## src/rtl/proc_pkg.sv

```systemverilog
// Shared processor types: widths, the halt encoding, instruction
// field positions, the fetch state enum and the decoded-field bundle.
package proc_pkg;

   localparam int ADDR_W  = 7;
   localparam int INSTR_W = 12;

   localparam logic [INSTR_W-1:0] HALT_WORD = 12'hE00;

   localparam int OPC_MSB  = 11;
   localparam int OPC_LSB  = 9;
   localparam int DST_MSB  = 8;
   localparam int DST_LSB  = 6;
   localparam int SRC1_MSB = 5;
   localparam int SRC1_LSB = 3;
   localparam int SRC2_MSB = 2;
   localparam int SRC2_LSB = 0;

   typedef enum logic [1:0] {
      ST_IDLE,
      ST_RUN,
      ST_HALT
   } fetch_state_t;

   typedef struct packed {
      logic [2:0] opcode;
      logic [2:0] dest;
      logic [2:0] src1;
      logic [2:0] src2;
   } instr_fields_t;

endpackage

```

## src/rtl/instr_field_decode.sv

```systemverilog
// Combinational split of an instruction word into its fields.
// Ports: instr (raw word in), fields (opcode/dest/src1/src2 out).
module instr_field_decode
   import proc_pkg::*;
(
   input  logic [INSTR_W-1:0] instr,
   output instr_fields_t      fields
);

   assign fields.opcode = instr[OPC_MSB:OPC_LSB];
   assign fields.dest   = instr[DST_MSB:DST_LSB];
   assign fields.src1   = instr[SRC1_MSB:SRC1_LSB];
   assign fields.src2   = instr[SRC2_MSB:SRC2_LSB];

endmodule

```

## src/rtl/instr_fetch_sequencer.sv

```systemverilog
// Instruction fetch sequencer: owns the PC, drives a sync-read imem,
// registers decoded fields, handles stall, branch redirect and HALT.
// Ports: clk/rst, start; imem_addr/imem_rdata; stall, branch_flag,
// branch_target; instr_valid, opcode, dest_addr, in_addr1, in_addr2,
// pc_out, halted, issue_count.
module instr_fetch_sequencer
   import proc_pkg::*;
#(
   parameter logic [ADDR_W-1:0] START_PC = '0
)(
   input  logic               clk,
   input  logic               rst,
   input  logic               start,
   output logic [ADDR_W-1:0]  imem_addr,
   input  logic [INSTR_W-1:0] imem_rdata,
   input  logic               stall,
   input  logic               branch_flag,
   input  logic [ADDR_W-1:0]  branch_target,
   output logic               instr_valid,
   output logic [2:0]         opcode,
   output logic [2:0]         dest_addr,
   output logic [2:0]         in_addr1,
   output logic [2:0]         in_addr2,
   output logic [ADDR_W-1:0]  pc_out,
   output logic               halted,
   output logic [15:0]        issue_count
);

   fetch_state_t      state_q, state_d;
   logic [ADDR_W-1:0] fetch_pc_q, fetch_pc_d;
   logic [ADDR_W-1:0] issue_pc_q, issue_pc_d;
   logic              pend_q, pend_d;
   logic              valid_q, valid_d;
   instr_fields_t     flds_q, flds_d;
   logic [ADDR_W-1:0] pc_q, pc_d;
   logic              halted_q, halted_d;
   logic [15:0]       cnt_q, cnt_d;
   instr_fields_t     dec;

   instr_field_decode u_dec (
      .instr  (imem_rdata),
      .fields (dec)
   );

   always_ff @(posedge clk) begin
      if (rst) begin
         state_q    <= ST_IDLE;
         fetch_pc_q <= START_PC;
         issue_pc_q <= START_PC;
         pend_q     <= 1'b0;
         valid_q    <= 1'b0;
         flds_q     <= '0;
         pc_q       <= '0;
         halted_q   <= 1'b0;
         cnt_q      <= '0;
      end else begin
         state_q    <= state_d;
         fetch_pc_q <= fetch_pc_d;
         issue_pc_q <= issue_pc_d;
         pend_q     <= pend_d;
         valid_q    <= valid_d;
         flds_q     <= flds_d;
         pc_q       <= pc_d;
         halted_q   <= halted_d;
         cnt_q      <= cnt_d;
      end
   end

   always_comb begin
      state_d    = state_q;
      fetch_pc_d = fetch_pc_q;
      issue_pc_d = issue_pc_q;
      pend_d     = pend_q;
      valid_d    = valid_q;
      flds_d     = flds_q;
      pc_d       = pc_q;
      halted_d   = halted_q;
      cnt_d      = cnt_q;
      unique case (state_q)
         ST_IDLE, ST_HALT: begin
            if (start) begin
               state_d    = ST_RUN;
               fetch_pc_d = START_PC;
               pend_d     = 1'b0;
               cnt_d      = '0;
               halted_d   = 1'b0;
            end
         end
         ST_RUN: begin
            if (branch_flag) begin
               // words already in flight are dropped
               fetch_pc_d = branch_target;
               pend_d     = 1'b0;
               valid_d    = 1'b0;
            end else if (!stall) begin
               if (pend_q && imem_rdata == HALT_WORD) begin
                  valid_d  = 1'b0;
                  halted_d = 1'b1;
                  state_d  = ST_HALT;
               end else begin
                  issue_pc_d = fetch_pc_q;
                  pend_d     = 1'b1;
                  fetch_pc_d = fetch_pc_q + ADDR_W'(1);
                  valid_d    = pend_q;
                  if (pend_q) begin
                     flds_d = dec;
                     pc_d   = issue_pc_q;
                     if (cnt_q != 16'hFFFF)
                        cnt_d = cnt_q + 16'd1;
                  end
               end
            end
         end
         default: state_d = ST_IDLE;
      endcase
   end

   // while stalled, re-read the pending word so it is
   // still on imem_rdata when the stall releases
   assign imem_addr = (state_q == ST_RUN && stall && pend_q)
                    ? issue_pc_q : fetch_pc_q;

   assign instr_valid = valid_q;
   assign opcode      = flds_q.opcode;
   assign dest_addr   = flds_q.dest;
   assign in_addr1    = flds_q.src1;
   assign in_addr2    = flds_q.src2;
   assign pc_out      = pc_q;
   assign halted      = halted_q;
   assign issue_count = cnt_q;

endmodule

```

## config.mk

```make
export PLATFORM = sky130hd
export DESIGN_NAME = instr_fetch_sequencer
export DESIGN_NICKNAME = d
export VERILOG_FILES = /design/src/rtl/proc_pkg.sv /design/src/rtl/instr_field_decode.sv /design/src/rtl/instr_fetch_sequencer.sv
export SDC_FILE = /design/constraint.sdc
export NUM_CORES = 1
export LEC_CHECK = 0
export ABC_CLOCK_PERIOD_IN_PS = 5300
export CORE_MARGIN = 2
export CORE_UTILIZATION = 52
export CTS_CLUSTER_SIZE = 30
export DETAILED_ROUTE_END_ITERATION = 7
export PLACE_DENSITY = 0.85
export SETUP_SLACK_MARGIN = 0.3
export SYNTH_ARGS = -nofsm -noshare
export SYNTH_HDL_FRONTEND = slang
export SYNTH_SLANG_ARGS = --single-unit
```

## constraint.sdc

```tcl
create_clock -name clk -period 5.3 [get_ports clk]
set_input_delay 0.53 -clock clk [delete_from_list [all_inputs] [get_ports clk]]
set_output_delay 0.53 -clock clk [all_outputs]
set_load 0.03 [all_outputs]
```

* Word level (Yosys, flattened, before mapping)
Cells that the tools add are included.
Storage, ports and cells: register bits after elaboration 54, latch bits 0, RAM bits 0, ROM bits 0, input port bits 24, output and inout port bits 44, word-level logic and storage cells 74, memories kept 0
Operators by class: $add $sub $neg 2, multipliers 0, div/mod/pow operators 0, $lt $le $gt $ge 0, equal/unequal tests 14, shifts and indexed selects 0, muxes and demuxes 30, bitwise gates (word level) 3, reductions and logical operators 13
Operators with widths (count):
- $mux W16 | 6
- $mux W7 | 5
- $pmux W16 S2 | 1
- $add A16 B1 Y16 const B | 1
- $ne A16 B16 Y1 const B | 1
- $ne A2 B2 Y1 const B | 7
- $pmux W7 S2 | 1
- $eq A12 B12 Y1 const B | 1
- $reduce_and A4 Y1 | 3
- $mux W1 | 10
- $reduce_and A5 Y1 | 2
- $mux W2 | 4
- $add A7 B1 Y7 const B | 1
- $reduce_and A7 Y1 | 1
- $ne A3 B3 Y1 const B | 2
- $pmux W1 S2 | 2
- $pmux W2 S2 | 1
- $logic_and A1 B1 Y1 | 3
- $not A1 Y1 | 3
- $eq A2 B1 Y1 const B | 1
- $eq A2 B2 Y1 const B | 1
- $logic_not A2 Y1 | 1
- $ne A2 B1 Y1 const B | 1
- $reduce_and A2 Y1 | 1
- 2 further kinds | 2

* Longest topological paths before layout
word-level depth 7, depth in mapped cells 8, gate-level depth less buffers 6

* By module
Synthesis repeated with hierarchy kept, for this count alone.
Unflattened totals: cell total of the unflattened synthesis 331, area, all modules 2686.3 sq um
By module, submodules not included:
- instr_fetch_sequencer | times used 1, cells each 319, area an instance 2596.2 sq um, seq. area each 1081.0 sq um
- instr_field_decode | times used 1, cells each 12, area an instance 90.1 sq um, seq. area each 0.0 sq um

* Least setup slack after synthesis
Ideal clock, no wire load.
path type input to register, start point input port imem_rdata[4], end point register fetch_pc_q[0], setup time 0.068 ns, arrival 2.115 ns, data required time 5.232 ns, setup slack 3.118 ns, cell stages on the path 6, buffers on the path 1, cells stage by stage or4_4 or4_4 o31ai_4 buf_6 o21ai_2 a21oi_2
Between the ends: cells in the longest elaborated chain, start to end 4
Ends and longest elaborated chain:
- start: declaration | RTL line instr_fetch_sequencer.sv:15 | input logic [INSTR_W-1:0] imem_rdata,
- $eq A12 B12 Y1 | RTL line instr_fetch_sequencer.sv:96 | if (pend_q && imem_rdata == HALT_WORD) begin
- $logic_and A1 B1 Y1 | RTL line instr_fetch_sequencer.sv:96
- $ne A3 B3 Y1 (no source line)
- $reduce_and A4 Y1 (no source line)
- end signal: assignment | RTL line instr_fetch_sequencer.sv:58 | fetch_pc_q <= fetch_pc_d;
- end: declaration | RTL line instr_fetch_sequencer.sv:30 | logic [ADDR_W-1:0] fetch_pc_q, fetch_pc_d;
No other way between the ends. A chain may end at the register's enable or synchronous reset.

* Worst setup path after layout
start point register state_q[0], end point output port imem_addr[4]
Between the ends: cells in the longest elaborated chain, start to end 4
Ends and longest elaborated chain:
- start: declaration | RTL line instr_fetch_sequencer.sv:29 | fetch_state_t state_q, state_d;
- start signal: assignment | RTL line instr_fetch_sequencer.sv:57 | state_q <= state_d;
- $eq A2 B1 Y1 | RTL line instr_fetch_sequencer.sv:120 | assign imem_addr = (state_q == ST_RUN && stall && pend_q)
- $logic_and A1 B1 Y1 (2 in series) | RTL line instr_fetch_sequencer.sv:120
- $mux W7 | RTL line instr_fetch_sequencer.sv:121 | ? issue_pc_q : fetch_pc_q;
- end: declaration | RTL line instr_fetch_sequencer.sv:14 | output logic [ADDR_W-1:0] imem_addr,
No other way between the ends.

==> results.yml <==
critical_path:
  crit_fanout: 9
  r2r_slack_ns: 2.73
  cp-start-kind: "flip-flop"
  arrival_ns: 2.76
  reg2reg_depth: 5
  timing.rr.start: "state_q[0]"
  worst_r2r_endpoint: "pc_out[2]"
  path_class: "flip-flop to output pin"
  cp.required_ns: 4.77
  worstSetupEndpointType: "output pin"
detailed_routing:
  drt_wl_total_um: 6560
  firstDrtPassIters: 5
  routedWlPerCell_um: 15.5
  ant_nets: 0
  drc: 0
  vias: 2465
  drtIter0Drc: 183
  viasPerCell: 5.83
finish:
  areaGrowthSynthToFinish_pct: 30.4
  layout_commonest_cell: "clkdlybuf4s50_1"
  layout.nets: 381
  drive_gt1_share_pct: 7.58
  num_antenna_cells: 0
  final_cell_mix: "clkdlybuf4s50_1 (67), dfxtp_1 (54), nor2_1 (44)"
  layoutNonFillerInstCount: 423
  fillers: 390
clocking:
  clkSinkCount: 54
  ctsHoldBuffers: 0
  cts_tree: "yes"
  cts_root_buffer: "clkbuf_8"
  clockBufferDepth: 2
  cts_resized: 0
  htreeDepth: 2
  postCtsSetupRepairBufs: 0
  clk_latency_ns: 0.31
  cts_buffers: 5
  path_clk_slew_ns: 0.10
worst_hold_path:
  hp-start: "instr_valid"
  min_to: "instr_valid"
  whs_path_depth: 2
  worstHoldPathType: "flip-flop to flip-flop"
sta:
  setup_viol: 0
  rsz0062_at_grt: "false"
  finalCritPeriodShare_pct: 62.0
  tightest_slew_ns: 1.18
  fin_crit_ns: 3.29
  setup_tns_ns: 0
  hold_viol_final: 0
  slew_violations: 0
  hold_ws_ns: 0.500
  clock-skew-final_ns: 0.00239
  fmax_mhz: 304
  slew_headroom_pct: 20.7
power_and_ir_drop:
  ir_worst_vdd_mv: 0.170
  power.leakage_nw: 1.27
  p_per_area_mw_per_mm2: 214
die:
  initial_core_util_pct: 54.5
  chipHeight_um: 74.8
  rows: 25
  num_io_pins: 68
  dieWidth_um: 74.8
  core_area_sq_mm: 0.00479
  die-area_sq_mm: 0.00559
logic_synthesis:
  synth_top_cell_by_area: "dfxtp_1"
  syn_area_per_cell_sq_um: 8.80
  synthDistinctLibCells: 45
  synth_seq_area_share_pct: 41.5
  syn_area_sq_mm: 0.00261
  netlist.area_leader.share_pct: 41.5
  synth_ff_type: "dfxtp_1"
  synthArstFlopShare_pct: 0
  synth-seq-cells: 54
  yosys_warnings: 0
  synthesis.nets: 322
  synth-edff-count: 0
  ys_top_cells_by_area: "dfxtp_1 (41%), mux2i_1 (10%), nor2_1 (6.3%)"
  syn_inst: 296
global_route:
  grtUsageTotal_pct: 24.3
  antenna_found_initial: 0
  grt_pass1_vias: 2296
  grt_pass1_wl_um: 10600
  grt_max_degree: 40
  grt-ovfl-total: 0
placement:
  port_buffers: 67
  dp_cells: 415
  dp_hpwl_um: 4630
  gp_congestion: 0.891
outcome:
  status: "complete, no violations"
flow_run:
  maxCapViolCount: 0
[cells by family (layout without fill, tap and decap cells)]
logic type               Yosys count  after routing  synth area share (%)
buffers and inverters             26             86                  4.42
flip-flops                        54             54                  41.5
adder cells (fa/ha/maj)            2              2                 0.960
multiplexers                      34             34                  13.4
XOR/XNOR                           4              4                  1.34
AO/OA/AOI/OAI                     58             58                  15.8
AND/OR/NAND/NOR                  118            118                  22.6
[layout make-up]
cell class / instances / area (sq um) / share of cell area (%)
inverter: 8 / 30.0 / 0.883
tap: 67 / 83.8 / 2.47
timing repair buffer: 70 / 693 / 20.4
clock inverter: 2 / 12.5 / 0.368
clock buffer: 6 / 82.6 / 2.43
sequential: 54 / 1080 / 31.8
multi-input combinational: 216 / 1420 / 41.7
[cells in the mapped netlist, types with 3 or more instances]
library cell  instances
a21oi_1              14
a31oi_1               8
a32oi_1               3
a41oi_1               5
and3_1                3
and4_1                3
clkbuf_1             13
dfxtp_1              54
inv_1                 8
mux2_2                7
mux2i_1              27
nand2_1              16
nand3_1              17
nand4_1               9
nor2_1               44
nor2b_1               5
nor3_1                3
nor4_1                4
o211ai_1              6
o21ai_0               5
or4_1                 4
xnor2_1               3
[metrics by stage]
step | total power, W | setup slack [ns] | instance area (sq um) | util, %
after detailed placement | 0.000495 | 1.90 | 3300 | 69.0
after global placement | 0.000493 | 1.92 | 3300 | 69.0
after global routing | 0.000752 | 1.85 | 3400 | 71.0
after floorplan | 0.000464 | 3.12 | 2610 | -
after CTS | 0.000729 | 2.00 | 3400 | 71.0
final | 0.000728 | 2.01 | 3400 | 71.0
[where the power goes]
group | internal [W] | leakage (nW) | switching, W
combinational | 0.0000319 | 0.784 | 0.0000413
clock | 0.000105 | 0.0472 | 0.000136
sequential | 0.000409 | 0.435 | 0.00000441
total | 0.000546 | 1.27 | 0.000182
[routing by layer]
| layer | part of all wire, % | global-route usage, % | wire (um) |
|---|---|---|---|
| met4 | 0.91 | 6.94 | 60 |
| met1 | 43 | 32.1 | 2850 |
| met5 | 0 | 0 | 0 |
| met2 | 51 | 41.6 | 3330 |
| met3 | 4.9 | 3.35 | 322 |
[state kept, by name (all words and copies together) (netlist names)]
signal	count
state_q	2
opcode	3
issue_pc_q	7
pc_out	7
instr_valid	1
issue_count	16
halted	1
dest_addr	3
in_addr1	3
in_addr2	3
pend_q	1
fetch_pc_q	7
[how the worst max path moves through the flow]
stage / startpoint / end / slack [ns] / cells past startpoint
global route: state_q[0] / imem_addr[4] / 1.85 / 4
finish: state_q[0] / imem_addr[4] / 2.01 / 4
global placement: imem_rdata[4] / issue_count[10] / 1.92 / 6
floorplan: imem_rdata[4] / fetch_pc_q[0] / 3.12 / 6
CTS: state_q[0] / imem_addr[4] / 2.00 / 4
detailed placement: branch_flag / issue_count[3] / 1.90 / 6
[critical path, cell delays in order, from the launching register on]
cell and delay (ns):
dfxtp_1 0.41, nor2b_1 0.60, nand3_1 0.43, mux2_2 0.34, clkdlybuf4s50_1 0.67
Power figures use the tool's default switching activity.
==> edit, RTL diff (same flow settings) <==
The 3 states of `fetch_state_t` get a one-hot encoding in 3 bits.
--- a/src/rtl/proc_pkg.sv
+++ b/src/rtl/proc_pkg.sv
@@ -16,10 +16,10 @@
    localparam int SRC2_MSB = 2;
    localparam int SRC2_LSB = 0;
 
-   typedef enum logic [1:0] {
-      ST_IDLE,
-      ST_RUN,
-      ST_HALT
+   typedef enum logic [2:0] {
+      ST_IDLE = 3'b001,
+      ST_RUN  = 3'b010,
+      ST_HALT = 3'b100
    } fetch_state_t;
 
    typedef struct packed {
Check against the original RTL: no difference found for any inputs over 4 cycles, from zero or initial values and one cycle with rst high; so few cycles prove little.
==> edit against the original RTL <==
  * Final cell count is 7.6% higher
  * Area after synthesis is 4.9% higher
  * Via count is 10% higher
  * Sequential cell count is 1 higher
  * Cell area is 4.8% higher
  * Wire length is 10% higher
  * Total power is 0.40% lower
  * Worst setup slack better by 330 ps
  * Critical endpoint is now imem_addr[5]
  * Largest power group unchanged
==> edit: results (changes against the original RTL) <==
Cells and area
  – Nets: 410 (+7.6%)
  – Layout cells sized above 1: 8.83% (+1.2 points)

Synth
  – FF+latch count, synth: 55 (+1.9%)
  – Synth top cells by count: 55 x dfxtp_1, 33 x nand2_1, 32 x nand3_1, 29 x nor2_1, 25 x a21oi_1
  – Largest cells by area after synthesis: dfxtp_1 40%, mux2i_1 7.3%, nand3_1 5.9%, a21oi_1 4.6%, nand2_1 4.5%
  – Sequential share of the synthesized area: 40.3% (-1.2 points)
  – Ys Warns: 0 (unchanged)
  – Netlist cell types: 58 (+29%)
  – Syn_nets: 346 (+7.5%)

STA
  – Rel. slew slack: 44.8% (+24 points)
  – Final Skew: 13.8 ps (+11.4 ps)
  – WHS: 489 ps (-11.4 ps)

GRT
  – Global-route wire length before repair: 12000 um (+13%)
  – Number of global-route vias before repair: 2493 (+8.6%)
  – Largest net degree at the start of global routing: 26 (-35%)
  – Total GRT Usage: 25.0% (+0.73 points)

Worst setup path
  – Reg2Reg Setup Slack: 2950 ps (+220 ps)
  – Crit path max fanout: 7 (-2)
  – Worst r2r src: state_q[2]$_SDFFE_PP0P_
  – R2R depth: 6 (+1)
  – Crit path DAT: 2420 ps (-340 ps)

Drt
  – WL final: 7220 um (+10%)
  – Initial detailed-routing violation count: 293 (+60%)
  – Vias per cell: 5.98 (+2.6%)

Worst hold path
  – Hold_sp: issue_pc_q[4]$_SDFFE_PP0P_
  – Hold Crit Endpoint: issue_pc_q[4]$_SDFFE_PP0P_

Place
  – Setup WS pre-CTS: 2340 ps (+434 ps)
  – Gpl congestion: 0.922 (+3.6%)
  – Dpl cell area: 3470 um2 (+5.0%)
  – Post-detail-place hpwl: 5240 um (+13%)

Clock tree
  – Post-CTS setup buffers: 0 (unchanged)
  – Root buf cell: clkbuf_8

Pwr
  – Worst VDD drop: 0.116 mV (-31%)
  – Leakage power: 0.00118 uW (-7.2%)

Outcome
  – Status: finished, final reports clean
==> edit: changes by cell type in the layout (fill, tap and decap cells not counted), moves of 6 or more <==
| cell | unedited run | this run |
|---|---|---|
| mux2i_1 | 27 | 20 |
| nor2_1 | 44 | 28 |
| nand2_1 | 16 | 33 |
| nand3_1 | 17 | 32 |
| inv_1 | 8 | 2 |
| a21oi_1 | 14 | 25 |
| o21ai_0 | 5 | 12 |
==> edit: how the worst max path moves through the flow <==
stage / from / end / slack (ps) / cells past startpoint
after floorplan: issue_count[0]$_SDFFE_PP0P_ / issue_count[8]$_SDFFE_PP0P_ / 3070 / 6
after global placement: rst / issue_count[3]$_SDFFE_PP0P_ / 2380 / 7
after detailed placement: stall / imem_addr[6] / 2340 / 4
after CTS: stall / imem_addr[5] / 2330 / 4
after global routing: stall / imem_addr[3] / 2240 / 4
final: stall / imem_addr[5] / 2350 / 4
==> edit: area by class of cell <==
class	instances	area, um2
Clock inverter	3	26.3
Fill cell	442	1510
Timing Repair Buffer	73	716
Inverter	2	7.51
Sequential cell	55	1100
Tap cell	70	87.6
Clock buffer	5	68.8
Multi-Input combinational cell	247	1560
==> edit: metal layers <==
metal / routed length, um / part of all wire [%] / GRT usage [%] / vias up
li1: - / - / - / 1320
met5: 0 / 0 / 0 / -
met4: 112 / 1.6 / 9.45 / 0
met3: 393 / 5.4 / 4.74 / 17
met2: 3620 / 50 / 43.7 / 107
met1: 3100 / 43 / 30.4 / 1277
==> edit: cell families after synthesis <==
| family | synth area share [%] |
|---|---|
| buffers and inverters | 2.88 |
| AOI/OAI and AO/OA | 17.0 |
| adders and majority gates | 0.915 |
| DFF | 40.3 |
| xor gates and xnor gates | 0.961 |
| and+or+nand+nor | 27.8 |
| muxes | 10.2 |
==> edit: critical path, stage by stage <==
cell and delay, ps:
clkdlybuf4s50_1 530, and3_1 390, mux2_2 390, clkdlybuf4s50_1 590
==> edit: report_power, final <==
part / switching [uW] / internal [uW] / total, uW / leakage, uW
clock network: 151 / 97.6 / 249 / 0.0000491
logic: 33.1 / 26.8 / 59.9 / 0.000683
registers: 1.92 / 414 / 416 / 0.000443
==> edit: stage by stage <==
| step | cells | total power [uW] |
|---|---|---|
| final | 455 | 725 |
| after detailed placement | 447 | 484 |
| after floorplan | 320 | 455 |
| after global placement | 447 | 483 |
| after global routing | 455 | 746 |
| after CTS | 455 | 726 |
